**config.mk**
```make
export PLATFORM = sky130hd
export DESIGN_NAME = mem_wb_stage_flat
export DESIGN_NICKNAME = d
export VERILOG_FILES = /design/src/rtl/pipeline_pkg.sv /design/src/rtl/mem_wb_stage_if.sv /design/src/rtl/mem_wb_stage_retire_counter.sv /design/src/rtl/mem_wb_stage.sv /design/src/flat_wrapper.sv
export SDC_FILE = /design/constraint.sdc
export NUM_CORES = 1
export LEC_CHECK = 0
export ABC_AREA = 1
export BUFFER_PORTS_ARGS = -buffer_cell sky130_fd_sc_hd__buf_2
export CORE_ASPECT_RATIO = 0.5
export CORE_MARGIN = 2
export CORE_UTILIZATION = 58
export CTS_BUF_LIST = sky130_fd_sc_hd__clkbuf_8
export DETAILED_ROUTE_END_ITERATION = 7
export PLACE_DENSITY = 0.88
export SETUP_SLACK_MARGIN = 0.4
export SLEW_MARGIN = 20
export SYNTH_ARGS = -nofsm -noshare
export SYNTH_HDL_FRONTEND = slang
export SYNTH_SLANG_ARGS = --single-unit
```
**constraint.sdc**
```tcl
create_clock -name clk -period 2.9 [get_ports clk]
set_input_delay 0.29 -clock clk [delete_from_list [all_inputs] [get_ports clk]]
set_output_delay 0.29 -clock clk [all_outputs]
set_load 0.03 [all_outputs]
```
**src/rtl/pipeline_pkg.sv**
```systemverilog
// Shared pipeline definitions: datapath defaults and the writeback control
// bundle carried by the ID/EX, EX/MEM and MEM/WB registers.
package pipeline_pkg;

    localparam int DEFAULT_DATA_W     = 32;
    localparam int DEFAULT_REG_ADDR_W = 5;

    localparam logic [DEFAULT_REG_ADDR_W-1:0] REG_ZERO = 5'd0;

    typedef struct packed {
        logic                          valid;
        logic                          reg_write;
        logic                          mem_to_reg;
        logic [DEFAULT_REG_ADDR_W-1:0] rd;
    } wb_ctrl_t;

endpackage

```
**src/rtl/mem_wb_stage_if.sv**
```systemverilog
// MEM/WB stage boundary: pipeline control, MEM-stage results in,
// register-file write port and retire count out.
interface mem_wb_stage_if #(
    parameter int DATA_W     = pipeline_pkg::DEFAULT_DATA_W,
    parameter int REG_ADDR_W = pipeline_pkg::DEFAULT_REG_ADDR_W,
    parameter int CNT_W      = 32
);
    logic                  stall;
    logic                  flush;
    logic                  in_valid;
    logic                  in_reg_write;
    logic                  in_mem_to_reg;
    logic [REG_ADDR_W-1:0] in_rd;
    logic [DATA_W-1:0]     in_alu_result;
    logic [DATA_W-1:0]     in_read_data;

    logic                  wb_we;
    logic [REG_ADDR_W-1:0] wb_rd;
    logic [DATA_W-1:0]     wb_data;
    logic                  wb_valid;
    logic [CNT_W-1:0]      retired_count;

    modport master (
        output stall, flush, in_valid, in_reg_write, in_mem_to_reg,
               in_rd, in_alu_result, in_read_data,
        input  wb_we, wb_rd, wb_data, wb_valid, retired_count
    );

    modport slave (
        input  stall, flush, in_valid, in_reg_write, in_mem_to_reg,
               in_rd, in_alu_result, in_read_data,
        output wb_we, wb_rd, wb_data, wb_valid, retired_count
    );
endinterface

```
**src/rtl/mem_wb_stage_retire_counter.sv**
```systemverilog
// Free-running enable counter with asynchronous active-low clear;
// wraps modulo 2^CNT_W.
module retire_counter #(
    parameter int CNT_W = 32
) (
    input  logic             clk,
    input  logic             rst_n,
    input  logic             en,
    output logic [CNT_W-1:0] count
);

    // NOTE: state registers use non-blocking assignments so every flop
    // samples pre-edge values regardless of process ordering.
    always_ff @(posedge clk or negedge rst_n) begin
        if (!rst_n) begin
            count <= '0;
        end else if (en) begin
            count <= count + 1'b1;
        end
    end

endmodule

```
**src/rtl/mem_wb_stage.sv**
```systemverilog
// MEM/WB pipeline register with writeback select, x0 write suppression,
// stall/flush control and a retired-instruction counter.
module mem_wb_stage
    import pipeline_pkg::*;
#(
    parameter int DATA_W     = DEFAULT_DATA_W,
    parameter int REG_ADDR_W = DEFAULT_REG_ADDR_W,
    parameter int CNT_W      = 32
) (
    input  logic           clk,
    input  logic           rst_n,
    mem_wb_stage_if.slave  bus
);

    wb_ctrl_t          ctrl_q;
    wb_ctrl_t          ctrl_d;
    logic [DATA_W-1:0] alu_q;
    logic [DATA_W-1:0] rdata_q;
    logic              retire_en;

    // NOTE: combinational blocks assign every output a default first, so no
    // path leaves a variable unassigned and no latch is inferred.
    always_comb begin
        ctrl_d            = '0;
        ctrl_d.valid      = bus.in_valid;
        ctrl_d.reg_write  = bus.in_reg_write;
        ctrl_d.mem_to_reg = bus.in_mem_to_reg;
        ctrl_d.rd         = bus.in_rd;
    end

    // Priority flush > stall > capture; a flush leaves an all-zero bubble.
    // NOTE: every pipeline field is reset, not only valid, so a cleared
    // stage never exposes stale data on the forwarding path.
    always_ff @(posedge clk or negedge rst_n) begin
        if (!rst_n) begin
            ctrl_q  <= '0;
            alu_q   <= '0;
            rdata_q <= '0;
        end else if (bus.flush) begin
            ctrl_q  <= '0;
            alu_q   <= '0;
            rdata_q <= '0;
        end else if (!bus.stall) begin
            ctrl_q  <= ctrl_d;
            alu_q   <= bus.in_alu_result;
            rdata_q <= bus.in_read_data;
        end
    end

    // The held instruction retires whenever it leaves WB, including by flush.
    assign retire_en = ctrl_q.valid & (bus.flush | ~bus.stall);

    retire_counter #(
        .CNT_W (CNT_W)
    ) u_retire_counter (
        .clk   (clk),
        .rst_n (rst_n),
        .en    (retire_en),
        .count (bus.retired_count)
    );

    assign bus.wb_data  = ctrl_q.mem_to_reg ? rdata_q : alu_q;
    assign bus.wb_we    = ctrl_q.valid & ctrl_q.reg_write & (ctrl_q.rd != REG_ZERO);
    assign bus.wb_rd    = ctrl_q.rd;
    assign bus.wb_valid = ctrl_q.valid;

endmodule

```
**src/flat_wrapper.sv**
```systemverilog
// flat-port wrapper written by rule: the top's interface ports become plain ports
module mem_wb_stage_flat import pipeline_pkg::*;
#(
    parameter int DATA_W     = DEFAULT_DATA_W,
    parameter int REG_ADDR_W = DEFAULT_REG_ADDR_W,
    parameter int CNT_W      = 32
)
  (clk, rst_n, bus_stall, bus_flush, bus_in_valid, bus_in_reg_write, bus_in_mem_to_reg, bus_in_rd, bus_in_alu_result, bus_in_read_data, bus_wb_we, bus_wb_rd, bus_wb_data, bus_wb_valid, bus_retired_count);
  mem_wb_stage_if #(.DATA_W(DATA_W), .REG_ADDR_W(REG_ADDR_W), .CNT_W(CNT_W)) bus_i ();
  input  logic clk;
  input  logic rst_n;
  input wire logic [$bits(bus_i.stall)-1:0] bus_stall;
  input wire logic [$bits(bus_i.flush)-1:0] bus_flush;
  input wire logic [$bits(bus_i.in_valid)-1:0] bus_in_valid;
  input wire logic [$bits(bus_i.in_reg_write)-1:0] bus_in_reg_write;
  input wire logic [$bits(bus_i.in_mem_to_reg)-1:0] bus_in_mem_to_reg;
  input wire logic [$bits(bus_i.in_rd)-1:0] bus_in_rd;
  input wire logic [$bits(bus_i.in_alu_result)-1:0] bus_in_alu_result;
  input wire logic [$bits(bus_i.in_read_data)-1:0] bus_in_read_data;
  output wire logic [$bits(bus_i.wb_we)-1:0] bus_wb_we;
  output wire logic [$bits(bus_i.wb_rd)-1:0] bus_wb_rd;
  output wire logic [$bits(bus_i.wb_data)-1:0] bus_wb_data;
  output wire logic [$bits(bus_i.wb_valid)-1:0] bus_wb_valid;
  output wire logic [$bits(bus_i.retired_count)-1:0] bus_retired_count;
  assign bus_i.stall = bus_stall;
  assign bus_i.flush = bus_flush;
  assign bus_i.in_valid = bus_in_valid;
  assign bus_i.in_reg_write = bus_in_reg_write;
  assign bus_i.in_mem_to_reg = bus_in_mem_to_reg;
  assign bus_i.in_rd = bus_in_rd;
  assign bus_i.in_alu_result = bus_in_alu_result;
  assign bus_i.in_read_data = bus_in_read_data;
  assign bus_wb_we = bus_i.wb_we;
  assign bus_wb_rd = bus_i.wb_rd;
  assign bus_wb_data = bus_i.wb_data;
  assign bus_wb_valid = bus_i.wb_valid;
  assign bus_retired_count = bus_i.retired_count;
  mem_wb_stage #(.DATA_W(DATA_W), .REG_ADDR_W(REG_ADDR_W), .CNT_W(CNT_W)) u_core (.clk(clk), .rst_n(rst_n), .bus(bus_i));
endmodule
```
# Word level (Yosys, flattened, before mapping)
# Index checks and enable logic that the tools add are counted.
[totals]
register_bits = 104
inputBits = 76
out_inout_bits = 71
wordCells = 22
[op_classes]
addsub = 1
eq_ne = 1
n_mux = 7
bitwise_logic = 5
reduce_logical = 1
[op_table]
columns = ["cell", "count"]
rows = [
  ["$mux W32", 5],
  ["$add A32 B1 Y32 const B", 1],
  ["$mux W8", 2],
  ["$reduce_bool A5 Y1", 1],
  ["$and A1 B1 Y1", 3],
  ["$ne A2 B1 Y1 const B", 1],
  ["$not A1 Y1", 1],
  ["$or A1 B1 Y1", 1],
]

# Depth between registers and ports, before layout
[depth]
word_depth = 3
mapped_depth = 9
mapped_depth_nobuf = 9

# Cells and area by module
# From an unflattened synthesis, not the netlist that was laid out.
[unflattened]
hier_cells = 623
area_unflattened_um2 = 4963.5
[by_module_without_submodules]
columns = ["mod", "instances", "cells_each", "area_each_um2", "seq_area_each_um2"]
rows = [
  ["mem_wb_stage", 1, 394, 3201.8, 1801.7],
  ["retire_counter", 1, 229, 1761.7, 800.8],
]

# Least setup slack after synthesis
# OpenSTA, ideal clock, no wires.
[synth_timing]
kind = "reg2out"
from = "register u_core.ctrl_q[5] in the netlist's numbering"
to = "output bus_wb_data[23]"
t_arrival_ns = 1.421
required_time_ns = 2.610
slack_ns = 1.189
stages_incl_launch_ff = 4
path_buffers = 2
path_cell_list = "dfrtp_1 > clkbuf_1 > clkbuf_1 > o21ai_0"
[synth_via]
elab_chain_len = 1
[synth_rtl]
columns = ["item", "line_no", "text"]
rows = [
  ["start, declared", "mem_wb_stage.sv:15", "wb_ctrl_t ctrl_q;"],
  ["start signal, assigned", "mem_wb_stage.sv:44", "ctrl_q <= ctrl_d;"],
  ["$mux W32", "mem_wb_stage.sv:62", "assign bus.wb_data = ctrl_q.mem_to_reg ? rdata_q : alu_q;"],
  ["end, declared", "flat_wrapper.sv:22", "output wire logic [$bits(bus_i.wb_data)-1:0] bus_wb_data;"],
]
# Every way passes these cells.

# Worst setup path after layout
[layout_timing]
from = "register u_core.ctrl_q[5] in the netlist's numbering"
to = "output bus_wb_data[17]"
# Same word-level chain as after synthesis.

==> impl_metrics.csv <==
group,metric,value,unit
synth,synth.distinct_cells,24,
global_routing,grt_pass1_wl,20100,um
synth,syn_inst,630,
critical_path,end_kind,"primary output",
critical_path,crit_buf_inv,2,
sta,setup_viol,0,
critical_path,cp-endpoint,"bus_wb_data[17]",
sta,worst_slew_pin_slew,0.881,ns
critical_path,crit_arrival,2.01,ns
routing,drt-wirelength-per-cell,13.7,um
global_routing,grt_pass1_vias,4500,
clocking,cts_root_buf,"clkbuf_8",
floorplanning,dieArea,0.00943,mm^2
sta,slew_headroom,41.3,%
critical_path,r2r_slack,1.33,ns
sta,post-route-period-util,79.2,%
place,globalplace.congestion,0.877,
sta,drv_slew,0,
clocking,cts_resized,0,
run_status,violations,"hold timing",
critical_path,max_stage_delay,0.93,ns
critical_path,startpoint,"u_core.ctrl_q[5]$_DFFE_PN0N_",
critical_path,crit_fanout,32,
critical_path,ff2ff_path_depth,7,
sta,finalHoldViolations,7,
clocking,post_cts_buffers,0,
critical_path,cp_slowest_cell,"dfrtp_1",
synth,yosysWarnings,0,
routing,first_iter_violations,337,
synth,synth_seq_cells,104,
critical_path,setup.worst_path.start_class,"register",
floorplanning,die_x,135,um
sta,rsz0062_at_grt,"no",
global_routing,grt_max_degree,71,
sta,tns,0,ns
routing,drc,0,
clocking,cts_sinks,104,
critical_path,crit_required,2.61,ns
critical_path,rr_endpoint,"u_core.u_retire_counter.count[25]$_DFFE_PN0P_",
clocking,cts_buffer_depth,2,
place,port_buffers,146,
clocking,clkTransAtPathRegs,0.10,ns
place,dpl.hpwl,8440,um
place,place_inst,861,
routing,drtPass1Iterations,7,
clocking,htreeDepth,3,
min_path,hold_path.class,"in -> async",
routing,wirelength,12000,um
finish,fillCellCount,701,
sta,period_needed,2.30,ns
finish,fin_nets,837,
clocking,cts_buffers,9,
power_and_ir_drop,leakagePower,3.09,nW
routing,vias,4609,
critical_path,path_cells,"buf_4, nand2_1, o21ai_0, buf_2",
floorplanning,start_util,61.2,%
synth,ys_seq_area_share,52.0,%
run,cap_violations,0,
power_and_ir_drop,cellPowerDensity,512,mW/mm^2
clocking,cts_tree,"yes",
routing,ant_nets,0,
global_routing,gr-total-overflow,0,
clocking,cts_hold_buf,0,
critical_path,r2r_start,"u_core.u_retire_counter.count[11]$_DFFE_PN0P_",
floorplanning,num_rows,23,
power_and_ir_drop,finalPower,3.07,mW
power_and_ir_drop,ir_drop,0.338,mV
global_routing,grt_util_all_layers,26.7,%
sta,worst_hold_slack,-0.0103,ns
run_status,status,"finished with violations",
sta,finalClockSkew,0.00660,ns
finish,fin_cells,877,
routing,via_per_inst,5.26,
synth,synth_fp_nets,707,
finish,n_antenna_cell,0,
synth,syn-cell-area,0.00500,mm^2
clocking,clkLatencyLatePin,0.36,ns
floorplanning,die_h,69.7,um
critical_path,crit_family,"flip-flops",
global_routing,antenna_found_initial,0,
sta,fmaxAchievable,435,MHz
synth,synth_area_per_cell,7.94,um^2
finish,syn_to_final_growth,19.6,%
floorplanning,io_pins,147,
floorplanning,core_area,0.00817,mm^2
critical_path,critical_path_depth,4,
critical_path,critPathKind,"reg -> out",
finish,drive_gt1_share,23.3,%
per-stage QoR:
stage	cell area (um^2)	hold WS [ns]	setup WS, ns	utilization, %
final	5980	-0.0103	0.602	73.2
after global routing	5980	0.0270	0.401	73.2
after CTS	5980	0.0121	0.604	73.2
after detailed placement	5790	0.417	1.00	70.8
after global placement	5790	0.408	1.06	70.8
after floorplan	5000	-0.00559	1.19	-
worst min-delay path by stage:
stage                                endpoint  cells past startpoint  slack (ns)
3_3_place_gp   u_core.rdata_q[14]$_DFFE_PN0N_                      1        0.41
3_5_place_dp   u_core.rdata_q[14]$_DFFE_PN0N_                      1        0.42
2_1_floorplan     u_core.alu_q[0]$_DFFE_PN0N_                      0      -0.006
4_1_cts        u_core.rdata_q[14]$_DFFE_PN0N_                      1        0.01
5_1_grt        u_core.rdata_q[14]$_DFFE_PN0N_                      1        0.03
6_report         u_core.alu_q[11]$_DFFE_PN0N_                      1       -0.01
cells in the mapped netlist:
cell | count | area, um^2
a21oi_4 | 1 | 16.3
buf_1 | 4 | 15.0
buf_2 | 4 | 20.0
buf_4 | 5 | 37.5
buf_6 | 1 | 11.3
clkbuf_1 | 21 | 78.8
dfrtp_1 | 104 | 2600
ha_1 | 1 | 12.5
inv_1 | 75 | 282
inv_2 | 1 | 3.75
nand2_1 | 101 | 379
nand2_2 | 1 | 6.26
nand3_1 | 62 | 310
nand3b_1 | 2 | 15.0
nand4_1 | 13 | 81.3
nor2_1 | 102 | 383
nor2_2 | 4 | 25.0
nor2_4 | 1 | 11.3
nor3_1 | 1 | 5.00
o21ai_0 | 105 | 526
o21bai_1 | 1 | 7.51
o311ai_0 | 1 | 8.76
xnor2_1 | 9 | 78.8
xor2_1 | 10 | 87.6
metal layers:
metal	GRT usage, %	wire length [um]	vias up
met5	0	0	-
met4	9.38	269	0
met3	6.51	705	30
met2	46.5	5960	150
met1	32.6	5070	2176
li1	-	-	2253
layout by cell type (no fill, tap or decap), drive strengths merged:
cell      synthesis  layout
a21oi             1       1
clkinvlp          0       3
ha                1       1
nand3            62      62
xor2             10      10
dfrtp           104     104
bufinv            0       1
inv              76      77
nand4            13      13
nor3              1       1
xnor2             9       9
clkinv            0       2
nor2            107     107
clkbuf           21       9
buf              14     154
nand3b            2       2
o21ai           105     105
nand2           102     102
o21bai            1       1
o311ai            1       1
where the power goes:
group	switching [mW]	internal (mW)
clock	0.498	0.399
combinational	0.383	0.171
sequential	0.0729	1.54
total	0.953	2.11
layout make-up:
class | instances | area [um^2] | area share, %
flip-flops and latches | 104 | 2600 | 43.5
inverters | 76 | 285 | 4.77
multi-input cells | 415 | 1950 | 32.6
clock buffers | 9 | 124 | 2.07
repair buffers | 154 | 806 | 13.5
well taps | 112 | 140 | 2.34
clock inverters | 7 | 73.8 | 1.23
state kept, by name, indices dropped and copies added, names as in the netlist:
signal,count
u_core.alu_q,32
u_core.rdata_q,32
u_core.ctrl_q,2
u_core.u_retire_counter.count,32
u_core.bus.wb_rd,5
u_core.bus.wb_valid,1
worst register-to-register path: cells and delay by family (launching register included):
family | cells | cell delay (ns)
buffers and inverters | 1 | 0.08
DFF | 1 | 0.45
and+or+nand+nor | 6 | 0.94
cells by family after synthesis:
kind of cell             after synthesis  share of synthesized area, %
AO/OA/AOI/OAI                        108                          11.2
XOR/XNOR                              19                          3.33
adder cells (fa/ha/maj)                1                         0.250
buffers and inverters                111                          8.95
flip-flops                           104                          52.0
AND/OR/NAND/NOR                      287                          24.3
(Power assumes the default switching activity.)
